**src/rtl/key_search_controller.sv**
```systemverilog
// ---------------------------------------------------------------------------
// key_search_controller
//
// Top-level sequencer for the RC4 brute-force key search. For every candidate
// key it runs the S-memory init machine, then the swap (KSA) machine, then the
// decryption machine. It owns the shared S-memory port select and the
// candidate-key counter. A passing decryption parks the FSM in FOUND with the
// key held. A failing one advances to the next key, and the search reports
// exhaustion once the key counter reaches KEY_LIMIT.
//
// Start/done handshake (same for all three sub-machines): *_start is a
// one-cycle pulse issued from the matching *_GO state. The sub-machine answers
// with a one-cycle *_done pulse at least one cycle later. A done pulse is only
// sampled in its own *_WAIT state and is ignored everywhere else. dec_pass is
// meaningful only in the cycle dec_done is high.
//
// Ports:
//   clk, reset_n          clock, asynchronous active-low reset
//   go                    start/restart pulse (honoured only when not busy)
//   init_start/init_done  S-memory init machine handshake
//   swap_start/swap_done  swap (KSA) machine handshake
//   dec_start/dec_done    decryption machine handshake, dec_pass = result
//   mem_sel               S-memory owner: 0 init, 1 swap, 2 decrypt, 3 none
//   secret_key            current candidate key
//   busy/found/not_found/error  search status
//   state_dbg             current FSM state, for debug and checkers
// ---------------------------------------------------------------------------
module key_search_controller #(
    parameter int                   KEY_WIDTH = 24,
    parameter logic [KEY_WIDTH-1:0] KEY_LIMIT = 24'h400000,
    parameter int                   TIMEOUT   = 4096
) (
    input  logic                 clk,
    input  logic                 reset_n,
    input  logic                 go,
    output logic                 init_start,
    input  logic                 init_done,
    output logic                 swap_start,
    input  logic                 swap_done,
    output logic                 dec_start,
    input  logic                 dec_done,
    input  logic                 dec_pass,
    output logic [1:0]           mem_sel,
    output logic [KEY_WIDTH-1:0] secret_key,
    output logic                 busy,
    output logic                 found,
    output logic                 not_found,
    output logic                 error,
    output logic [3:0]           state_dbg
);

    localparam int WD_W = $clog2(TIMEOUT + 1);
    // The count reaches TIMEOUT on the edge that leaves a WAIT state, so the
    // error decision is made while the register still holds TIMEOUT-1.
    localparam logic [WD_W-1:0] WD_LAST = WD_W'(TIMEOUT - 1);

    typedef enum logic [3:0] {
        IDLE      = 4'd0,
        INIT_GO   = 4'd1,
        INIT_WAIT = 4'd2,
        SWAP_GO   = 4'd3,
        SWAP_WAIT = 4'd4,
        DEC_GO    = 4'd5,
        DEC_WAIT  = 4'd6,
        NEXT_KEY  = 4'd7,
        FOUND     = 4'd8,
        EXHAUSTED = 4'd9,
        ERROR     = 4'd10
    } state_t;

    state_t                 state;
    state_t                 state_nx;
    logic [KEY_WIDTH-1:0]   key_nx;
    logic [KEY_WIDTH-1:0]   key_inc;
    logic [WD_W-1:0]        wdog;
    logic [WD_W-1:0]        wdog_nx;
    logic                   wd_expired;

    assign key_inc    = secret_key + KEY_WIDTH'(1);
    assign wd_expired = (wdog == WD_LAST);
    assign state_dbg  = state;

    // Next-state logic. The watchdog is zero in every non-WAIT state, so it
    // is automatically cleared on entry to each WAIT state. A done pulse is
    // tested before the timeout so it wins on the final count.
    always_comb begin
        state_nx = state;
        key_nx   = secret_key;
        wdog_nx  = '0;
        case (state)
            IDLE, FOUND, EXHAUSTED, ERROR: begin
                if (go) begin
                    state_nx = INIT_GO;
                    key_nx   = '0;
                end
            end
            INIT_GO:  state_nx = INIT_WAIT;
            INIT_WAIT: begin
                if (init_done)       state_nx = SWAP_GO;
                else if (wd_expired) state_nx = ERROR;
                else                 wdog_nx  = wdog + WD_W'(1);
            end
            SWAP_GO:  state_nx = SWAP_WAIT;
            SWAP_WAIT: begin
                if (swap_done)       state_nx = DEC_GO;
                else if (wd_expired) state_nx = ERROR;
                else                 wdog_nx  = wdog + WD_W'(1);
            end
            DEC_GO:   state_nx = DEC_WAIT;
            DEC_WAIT: begin
                if (dec_done)        state_nx = dec_pass ? FOUND : NEXT_KEY;
                else if (wd_expired) state_nx = ERROR;
                else                 wdog_nx  = wdog + WD_W'(1);
            end
            NEXT_KEY: begin
                key_nx   = key_inc;
                state_nx = (key_inc == KEY_LIMIT) ? EXHAUSTED : INIT_GO;
            end
            default:  state_nx = IDLE;
        endcase
    end

    // State, key, watchdog and all Moore outputs are registered together;
    // outputs are decoded from the next state so they line up with the state
    // they describe.
    always_ff @(posedge clk or negedge reset_n) begin
        if (!reset_n) begin
            state      <= IDLE;
            secret_key <= '0;
            wdog       <= '0;
            init_start <= 1'b0;
            swap_start <= 1'b0;
            dec_start  <= 1'b0;
            mem_sel    <= 2'd3;
            busy       <= 1'b0;
            found      <= 1'b0;
            not_found  <= 1'b0;
            error      <= 1'b0;
        end else begin
            state      <= state_nx;
            secret_key <= key_nx;
            wdog       <= wdog_nx;
            init_start <= (state_nx == INIT_GO);
            swap_start <= (state_nx == SWAP_GO);
            dec_start  <= (state_nx == DEC_GO);
            if (state_nx == INIT_GO || state_nx == INIT_WAIT)
                mem_sel <= 2'd0;
            else if (state_nx == SWAP_GO || state_nx == SWAP_WAIT)
                mem_sel <= 2'd1;
            else if (state_nx == DEC_GO || state_nx == DEC_WAIT)
                mem_sel <= 2'd2;
            else
                mem_sel <= 2'd3;
            busy      <= !(state_nx == IDLE || state_nx == FOUND ||
                           state_nx == EXHAUSTED || state_nx == ERROR);
            found     <= (state_nx == FOUND);
            not_found <= (state_nx == EXHAUSTED);
            error     <= (state_nx == ERROR);
        end
    end

endmodule

```
**config.mk**
```make
export PLATFORM = sky130hd
export DESIGN_NAME = key_search_controller
export DESIGN_NICKNAME = d
export VERILOG_FILES = /design/src/rtl/key_search_controller.sv
export SDC_FILE = /design/constraint.sdc
export NUM_CORES = 1
export LEC_CHECK = 0
export CAP_MARGIN = 20
export CORE_MARGIN = 3
export CORE_UTILIZATION = 50
export CTS_CLUSTER_SIZE = 12
export DETAILED_ROUTE_END_ITERATION = 10
export PLACE_DENSITY = 0.72
export SETUP_SLACK_MARGIN = 0.15
export SYNTH_ARGS = -nofsm -noshare
export SYNTH_HDL_FRONTEND = slang
export SYNTH_SLANG_ARGS = --single-unit
```
**constraint.sdc**
```tcl
create_clock -name clk -period 2.7 [get_ports clk]
set_input_delay 0.54 -clock clk [delete_from_list [all_inputs] [get_ports clk]]
set_output_delay 0.54 -clock clk [all_outputs]
set_load 0.01 [all_outputs]
```
Word level (Yosys, flattened, before mapping):

Cells that the tools add are included.

* input bits: 7
* word-level logic and storage cells: 65
* register bits: 50

* add/sub/neg operators: 2
* multiplexer cells: 18
* equality and inequality tests: 22
* reductions and logical operators: 12

Operators with widths (count)
* $mux 13: 4
* $pmux 24 s2: 1
* $pmux 13 s3: 1
* $pmux 4 s8: 1
* $eq 4x3->1 const B: 7
* $mux 4: 7
* $add 24x1->24 const B: 1
* $eq 24x23->1 const B: 1
* $eq 4x4->1 const B: 6
* $mux 24: 1
* $eq 4x2->1 const B: 4
* $add 13x1->13 const B: 1
* $eq 13x12->1 const B: 1
* $eq 4x1->1 const B: 2
* $logic_not 4->1: 2
* $logic_or 1x1->1: 6
* $mux 2: 2
* $reduce_or 4->1: 1
* $ne 2x2->1 const B: 1
* $reduce_and 2->1: 1
* $reduce_bool 2->1: 1
* $logic_not 1->1: 1
* $mux 1: 1

Logic depth before layout (Yosys ltp):

Gate-level depths: netlist of run 1.

* depth in word-level cells: 9
* mapped depth: 10
* gate-level depth less buffers: 9

Worst setup path after synthesis of run 1:

OpenSTA, ideal clock, no wires.

* kind: register to register
* start: register secret_key[0]
* end: register init_start
* period minus slack after synthesis: 2588 ps
* required time: 2551 ps
* cell stages (with the launch flop): 10
* data arrival time: 2439 ps
* setup time: 149 ps
* path slack: 112 ps
* cells stage by stage: dfrtp_1 > ha_1 > nand3_4 > or4_1 > buf_2 > a2111oi_4 > o211ai_1 > or4_4 > o21ai_4 > nor3_1

* cells in the longest elaborated chain, start to end: 5

Ends and longest elaborated chain
* start: declaration: line 44 `output logic [KEY_WIDTH-1:0] secret_key,`
* start signal: assignment: line 141 `secret_key <= key_nx;`
* $add 24x1->24: line 79 `assign key_inc = secret_key + KEY_WIDTH'(1);`
* $eq 24x23->1: line 117 `state_nx = (key_inc == KEY_LIMIT) ? EXHAUSTED : INIT_GO;`
* $mux 4: line 117
* $pmux 4 s8: line 90 `case (state)`
* via state_nx[3]: line 72 `state_t state_nx;`
* $eq 4x1->1: line 143 `init_start <= (state_nx == INIT_GO);`
* end signal: assignment: line 143
* end: declaration: line 36 `output logic init_start,`

The timed path passes the listed nets, and every way through them passes these cells.
A chain may end at the register's enable or synchronous reset.

Worst setup path in the final report of run 1:

* start: register secret_key[0]
* end: register mem_sel[1]

* cells in the longest elaborated chain, start to end: 8

Ends and longest elaborated chain
* $add 24x1->24 (*): line 79
* $eq 24x23->1 (*): line 117
* $mux 4 (*): line 117
* $pmux 4 s8 (*): line 90
* via state_nx[3]: line 72
* $eq 4x2->1 or $eq 4x3->1 (tied branches): line 148 `else if (state_nx == SWAP_GO || state_nx == SWAP_WAIT)`
* $logic_or 1x1->1: line 148
* $mux 2: line 148
* $mux 2 (*): line 146 `if (state_nx == INIT_GO || state_nx == INIT_WAIT)`
* end signal: assignment: line 147 `mem_sel <= 2'd0;`
* end signal: assignment: line 149 `mem_sel <= 2'd1;`
* end signal: assignment: line 151 `mem_sel <= 2'd2;`
* end: declaration: line 43 `output logic [1:0] mem_sel,`

Mark *: on every way through the listed nets, which the timed path passes. The rest lies on a longest branch.

==> flow_metrics.tcl, run 1 <==
set metrics [dict create \
    place_congestion 0.9562 \
    critPathMostFrequentCell "or4_4" \
    clock_sinks 50 \
    worst-path-buf-inv 0 \
    route.vias.total 3000 \
    synth_cell_types 60 \
    hold_class "input pin to async pin" \
    fmax_mhz 401.9 \
    rows 27 \
    final_common_cell "nor2_1" \
    drt-total-wl_mm 7.979 \
    grt_antenna_before_repair 0 \
    leakagePower_nw 1.568 \
    post_drt_via_cell_ratio 6.098 \
    dpl_cell_area_mm2 0.003705 \
    initial_core_util_pct 53.46 \
    ys_seq_elements 50 \
    synth_warnings 0 \
    slew_viol_final 0 \
    path_clk_slew_ns 0.09 \
    drt_iter0_markers 226 \
    cp_data_required_time_ns 2.96 \
    final.setup.tns_ns 0 \
    num-nets-final 428 \
    root_buffer "clkbuf_8" \
    portBuffers 43 \
    area_growth_pct 29.86 \
    synth_area_leaders "dfrtp_1 40%, o21ai_0 6.1%, nor2_1 5.7%" \
    drt-wirelength-per-cell_um 16.22 \
    cts_tree "done" \
    slowest_delay_ns 0.56 \
    stdcell_area_mm2 0.003940 \
    max_cap_violations 0 \
    drt-pass1-iter-count 5 \
    postCtsHoldBufs 0 \
    crit_type "register to register" \
    async_flop_share_pct 100.0 \
    cts_max_level 2 \
    critPathLaunchType "register" \
    dieWidth_um 83.90 \
    critPathCaptureType "register" \
    synth-seq-area-share_pct 41.32 \
    avgSynthCellArea_um2 8.499 \
    antenna_cells 0 \
    yosys.area.top_type "dfrtp_1" \
    grt_overflow 0 \
    crit_family "simple AND/OR/NAND/NOR gates" \
    final_util_pct 69.42 \
    synth_enable_flop_cells 0 \
    rsz0062_at_grt "false" \
    grt_max_degree 32 \
    dieArea_mm2 0.007039 \
    grtUsageTotal_pct 22.80 \
    numCtsBuffers 5 \
    post-route-min-period_ns 2.488 \
    hpwl_mm 5.622 \
    finalClockSkew_ns 0.008583 \
    grt_pass1_vias 2826 \
    die_y_um 83.90 \
    crit_fanout 5 \
    clock_latency_ns 0.32 \
    drtAntennaViolNets 0 \
    syn_inst 357 \
    coreArea_mm2 0.005675 \
    cts.path.max_buffers 2 \
    drc 0 \
    setup_viol 0 \
    final_cell_mix "46 x nor2_1, 42 x clkdlybuf4s50_1, 41 x dfrtp_1" \
    power-per-cell-area_mw_per_mm2 615.3 \
    hold_violations 0 \
    worst_slew_pin_slew_ns 0.6974 \
    drive_gt1_share_pct 18.33 \
    status "finished clean" \
    max_slew_margin_pct 53.51 \
    slowest_stage "or4_4" \
    ios 44 \
    grt_first_pass_wirelength_mm 13.28 \
    fin_crit_sh_pct 92.16 \
    syn_nets 366 \
    synth_ff_type "dfrtp_1" \
    peakVddDrop_mv 0.5477 \
    yosysTopAreaCellShare_pct 39.59 \
    worstPathCellList "ha_4 -> nand3_4 -> or4_4 -> a2111oi_4 -> o211ai_1 -> or4_4 -> o21ai_4 -> o31a_1" \
    syn_area_mm2 0.003034 \
    worst_ep_arrival_time_ns 2.75 \
]
## where the power goes
group	switching, mW	internal (mW)	total (mW)
clock network	0.267	0.277	0.543
registers	0.0593	0.854	0.914
logic	0.542	0.426	0.967
## sequential cells by signal, indices dropped and copies added (netlist names), 2 cells and up
| signal | count |
|---|---|
| secret_key | 24 |
| wdog | 13 |
| state_dbg | 4 |
| mem_sel | 2 |
## layout make-up
type / count / area, µm²
inverter: 8 / 30.03
timing repair buffer: 84 / 737.0
multi-input combinational: 270 / 1710
fill: 458 / 1735
clock buffer: 6 / 72.57
tap: 72 / 90.09
sequential: 50 / 1262
clock inverter: 2 / 37.54
## stage by stage
| stage | instances | power, mW | hold slack (ns) | setup WS [ns] |
|---|---|---|---|---|
| final | 492 | 2.424 | 0.2575 | 0.2118 |
| after global routing | 492 | 2.569 | 0.3105 | 0.1338 |
| after CTS | 489 | 2.424 | 0.2872 | 0.1522 |
| after detailed placement | 480 | 1.868 | 0.4777 | 0.04887 |
| after global placement | 480 | 1.848 | 0.4711 | 0.1165 |
| after floorplan | 357 | 1.482 | 0.2444 | 0.1720 |
## per-layer routing
| layer | GRT usage, % | vias to the layer above | routed length (µm) |
|---|---|---|---|
| met4 | 5.994 | 0 | 157 |
| met1 | 30.26 | 1451 | 3539 |
| met3 | 5.035 | 22 | 504 |
| met5 | 0 | - | 0 |
| li1 | - | 1406 | - |
| met2 | 37.67 | 121 | 3778 |
## final timing paths
path / from / end / slack, ns / depth (start not counted)
max reg2reg: secret_key[0] / mem_sel[1] / 0.21 / 8
max in group asynchronous: reset_n / mem_sel[1] / 1.75 / 2
min in group clk: wdog[0] / wdog[0] / 0.49 / 1
min: reset_n / wdog[9] / 0.26 / 1
max: secret_key[0] / mem_sel[1] / 0.21 / 8
min reg2reg: wdog[0] / wdog[0] / 0.49 / 1
## Yosys cell counts, types with 6 or more instances
cell type / count
nand4_1: 13
xor2_1: 6
nand2b_1: 9
a21oi_1: 20
nor3_1: 7
a31oi_1: 6
clkbuf_1: 14
o21ai_0: 37
buf_2: 11
nand2_1: 29
o31ai_1: 6
nand3_1: 17
nor2_1: 46
dfrtp_1: 48
inv_1: 8
xnor2_1: 8
## what timing repair did
action	4_1_cts	5_1_grt
setup buffers	1	3
resized for setup	8	14
cloned	0	0
setup endpoints to repair	4	5
pin swaps	3	5
## worst register-to-register path: stages, from the launching register on
cell,delay [ns]
dfrtp_2,0.43
ha_4,0.17
nand3_4,0.08
or4_4,0.56
a2111oi_4,0.20
o211ai_1,0.12
or4_4,0.52
o21ai_4,0.20
o31a_1,0.16
## cell families (layout without fill, tap and decap cells)
logic type,after synthesis,count (layout),synth area share [%]
muxes,3,3,1.031
buffers and inverters,37,100,5.443
adders and majority gates,2,2,0.8246
and+or+nand+nor,156,156,26.76
AOI/OAI and AO/OA,95,95,20.58
xor gates and xnor gates,14,14,4.041
DFF,50,50,41.32
Note: power is estimated with default switching activity, not from simulation.
==> run 2, diff against run 1 <==
--- a/config.mk
+++ b/config.mk
@@ -5,13 +5,14 @@
 export SDC_FILE = /design/constraint.sdc
 export NUM_CORES = 1
 export LEC_CHECK = 0
+export ABC_CLOCK_PERIOD_IN_PS = 2700
 export CAP_MARGIN = 20
 export CORE_MARGIN = 3
 export CORE_UTILIZATION = 50
 export CTS_CLUSTER_SIZE = 12
 export DETAILED_ROUTE_END_ITERATION = 10
 export PLACE_DENSITY = 0.72
-export SETUP_SLACK_MARGIN = 0.15
+export REMOVE_ABC_BUFFERS = 1
 export SYNTH_ARGS = -nofsm -noshare
 export SYNTH_HDL_FRONTEND = slang
 export SYNTH_SLANG_ARGS = --single-unit
==> run 2 against run 1 <==
Net effect:
- clock power decreased by 3.9%
- fmax decreased by 4.6%
- first-iteration DRC count decreased by 12%
- worst setup slack got worse by 0.12 ns
- via count decreased by 4.7%
- utilization decreased by 2.1 points
- sequential power decreased by 2%
- worst hold slack improved by 0.058 ns
- design area decreased by 3.0%
- critical path type unchanged
- critical endpoint unchanged
- largest cell class unchanged
- highest routed layer unchanged
==> flow_metrics.tcl, run 2 (same netlist as run 1, synthesis figures left out) <==
set metrics [dict create \
    cts.path.max_buffers 2 \
    highest_layer "met4" \
    dpl_cell_area_mm2 0.003670 \
    rows 27 \
    crit_type "register to register" \
    area_growth_pct 25.94 \
    p_total_mw 2.369 \
    leakagePower_nw 1.530 \
    wl_met3_um 309 \
    path_depth 8 \
    max_cap_violations 0 \
    antenna_cells 0 \
    finalClockSkew_ns 0.007018 \
    cp_data_required_time_ns 2.94 \
    crit_family "compound AO/OA/AOI/OAI gates" \
    fin_crit_sh_pct 96.58 \
    wl_met2_mm 3.491 \
    numCtsBuffers 5 \
    portBuffers 43 \
    stdcell_area_mm2 0.003821 \
    post-route-min-period_ns 2.608 \
    critPathLaunchType "register" \
    final.setup.tns_ns 0 \
    hold_violations 0 \
    finalNonFillerCells 485 \
    r2r_start "secret_key[0]" \
    grt_antenna_before_repair 0 \
    drc 0 \
    dieWidth_um 83.90 \
    cts_tree "done" \
    setup_viol 0 \
    peakVddDrop_mv 0.4319 \
    r2r_slack_ns 0.09 \
    dieArea_mm2 0.007039 \
    clock_latency_ns 0.30 \
    crit_fanout 9 \
    status "finished clean" \
    grt_max_degree 51 \
    slowest_stage "or4_4" \
    cts_max_level 2 \
    drive_gt1_share_pct 14.29 \
    grtUsageTotal_pct 21.36 \
    num-nets-final 421 \
    multi_input_area_mm2 0.001657 \
    post_drt_via_cell_ratio 5.893 \
    fmax_mhz 383.5 \
    largest_reg_flops 24 \
    wl_met1_mm 3.509 \
    r2r_end "mem_sel[1]" \
    drtAntennaViolNets 0 \
    ios 44 \
    rr_worst_depth 8 \
    clock_sinks 50 \
    worst-path-buf-inv 1 \
    final_cell_mix "46 x nor2_1, 45 x dfrtp_1, 42 x clkdlybuf4s50_1" \
    worst_ep_arrival_time_ns 2.85 \
    drt-pass1-iter-count 5 \
    postCtsSetupRepairBufs 0 \
    root_buffer "clkbuf_8" \
    drt-total-wl_mm 7.377 \
    initial_core_util_pct 53.46 \
    grt_first_pass_wirelength_mm 12.48 \
    worst_slew_pin_slew_ns 0.7497 \
    drt-wirelength-per-cell_um 15.21 \
    top_register "secret_key" \
    worstPathCellList "buf_4 -> a211o_1 -> a2111oi_1 -> o2111a_1 -> o211ai_1 -> or4_4 -> o21ai_4 -> o31a_1" \
    route.vias.total 2858 \
    power-per-cell-area_mw_per_mm2 619.8 \
    final-seq-area_mm2 0.001257 \
    coreArea_mm2 0.005675 \
    die_y_um 83.90 \
    hold_class "input pin to async pin" \
    dpl.cell_count 477 \
    final_common_cell "nor2_1" \
    slowest_delay_ns 0.52 \
    postCtsHoldBufs 0 \
    path_clk_slew_ns 0.09 \
    place_congestion 0.9440 \
    critPathCaptureType "register" \
    grt_pass1_vias 2567 \
    max_slew_margin_pct 49.32 \
    n_fill_cell 485 \
    slew_viol_final 0 \
    drt_iter0_markers 200 \
    hpwl_mm 5.116 \
    grt_overflow 0 \
]
## run 2: cell types whose count changed in the layout (fill, tap and decap cells not counted), sizes merged
cell,previous run,this run
buf,42,35
clkinvlp,1,0
clkbuf,6,7
## run 2: worst max path at each step
stage | startpoint | to | slack, ns
6_report | secret_key[0] | mem_sel[1] | 0.09
5_1_grt | secret_key[0] | mem_sel[1] | -0.008
4_1_cts | secret_key[1] | mem_sel[1] | 0.01
3_5_place_dp | secret_key[1] | init_start | 0.01
3_3_place_gp | secret_key[3] | init_start | 0.06
2_1_floorplan | state_dbg[1] | init_start | -0.37
## run 2: layout make-up
class / count / area share, %
clock buffer: 7 / 1.997
inverter: 8 / 0.7859
clock inverter: 1 / 0.7859
timing repair buffer: 77 / 17.81
sequential: 50 / 32.91
multi-input combinational: 270 / 43.35
tap: 72 / 2.358
## run 2: per-layer routing
metal | track usage, % | vias up
met4 | 6.140 | 0
met2 | 33.98 | 77
met5 | 0 | -
met1 | 29.76 | 1376
li1 | - | 1398
met3 | 3.850 | 7
## run 2: where the power goes
| part | switching, mW | leakage, nW | internal [mW] | total (mW) |
|---|---|---|---|---|
| Sequential | 0.0467 | 0.678 | 0.851 | 0.898 |
| Combinational | 0.538 | 0.800 | 0.410 | 0.948 |
| Clock | 0.245 | 0.0524 | 0.278 | 0.522 |
## run 2: what timing repair did
item	CTS	global route
resized for setup	1	9
endpoints found under the hold margin	0	0
endpoints found under the setup margin	3	5
pin swaps	0	0
## run 2: stage by stage
| step | hold slack, ns | setup slack (ns) | util, % |
|---|---|---|---|
| global placement | 0.4776 | 0.05884 | 64.66 |
| CTS | 0.3549 | 0.01129 | 66.58 |
| floorplan | 0.2444 | -0.3655 | - |
| detailed placement | 0.4775 | 0.01350 | 64.66 |
| global route | 0.3891 | -0.008378 | 67.33 |
| finish | 0.3152 | 0.09241 | 67.33 |
==> run 3, diff against run 2 <==
==> constraint.sdc (replaced) <==
create_clock -name clk -period 2.7 [get_ports clk]
set_input_delay 0.54 -clock clk [delete_from_list [all_inputs] [get_ports clk]]
set_output_delay 0.54 -clock clk [all_outputs]
set_load 0.005 [all_outputs]
==> results of run 3 <==
The final DEF is identical to that of run 2. Status: finished clean.
Among the figures that moved: total power 2.369 mW -> 2.336 mW; worst IR drop on VDD 0.4319 mV -> 0.4214 mV
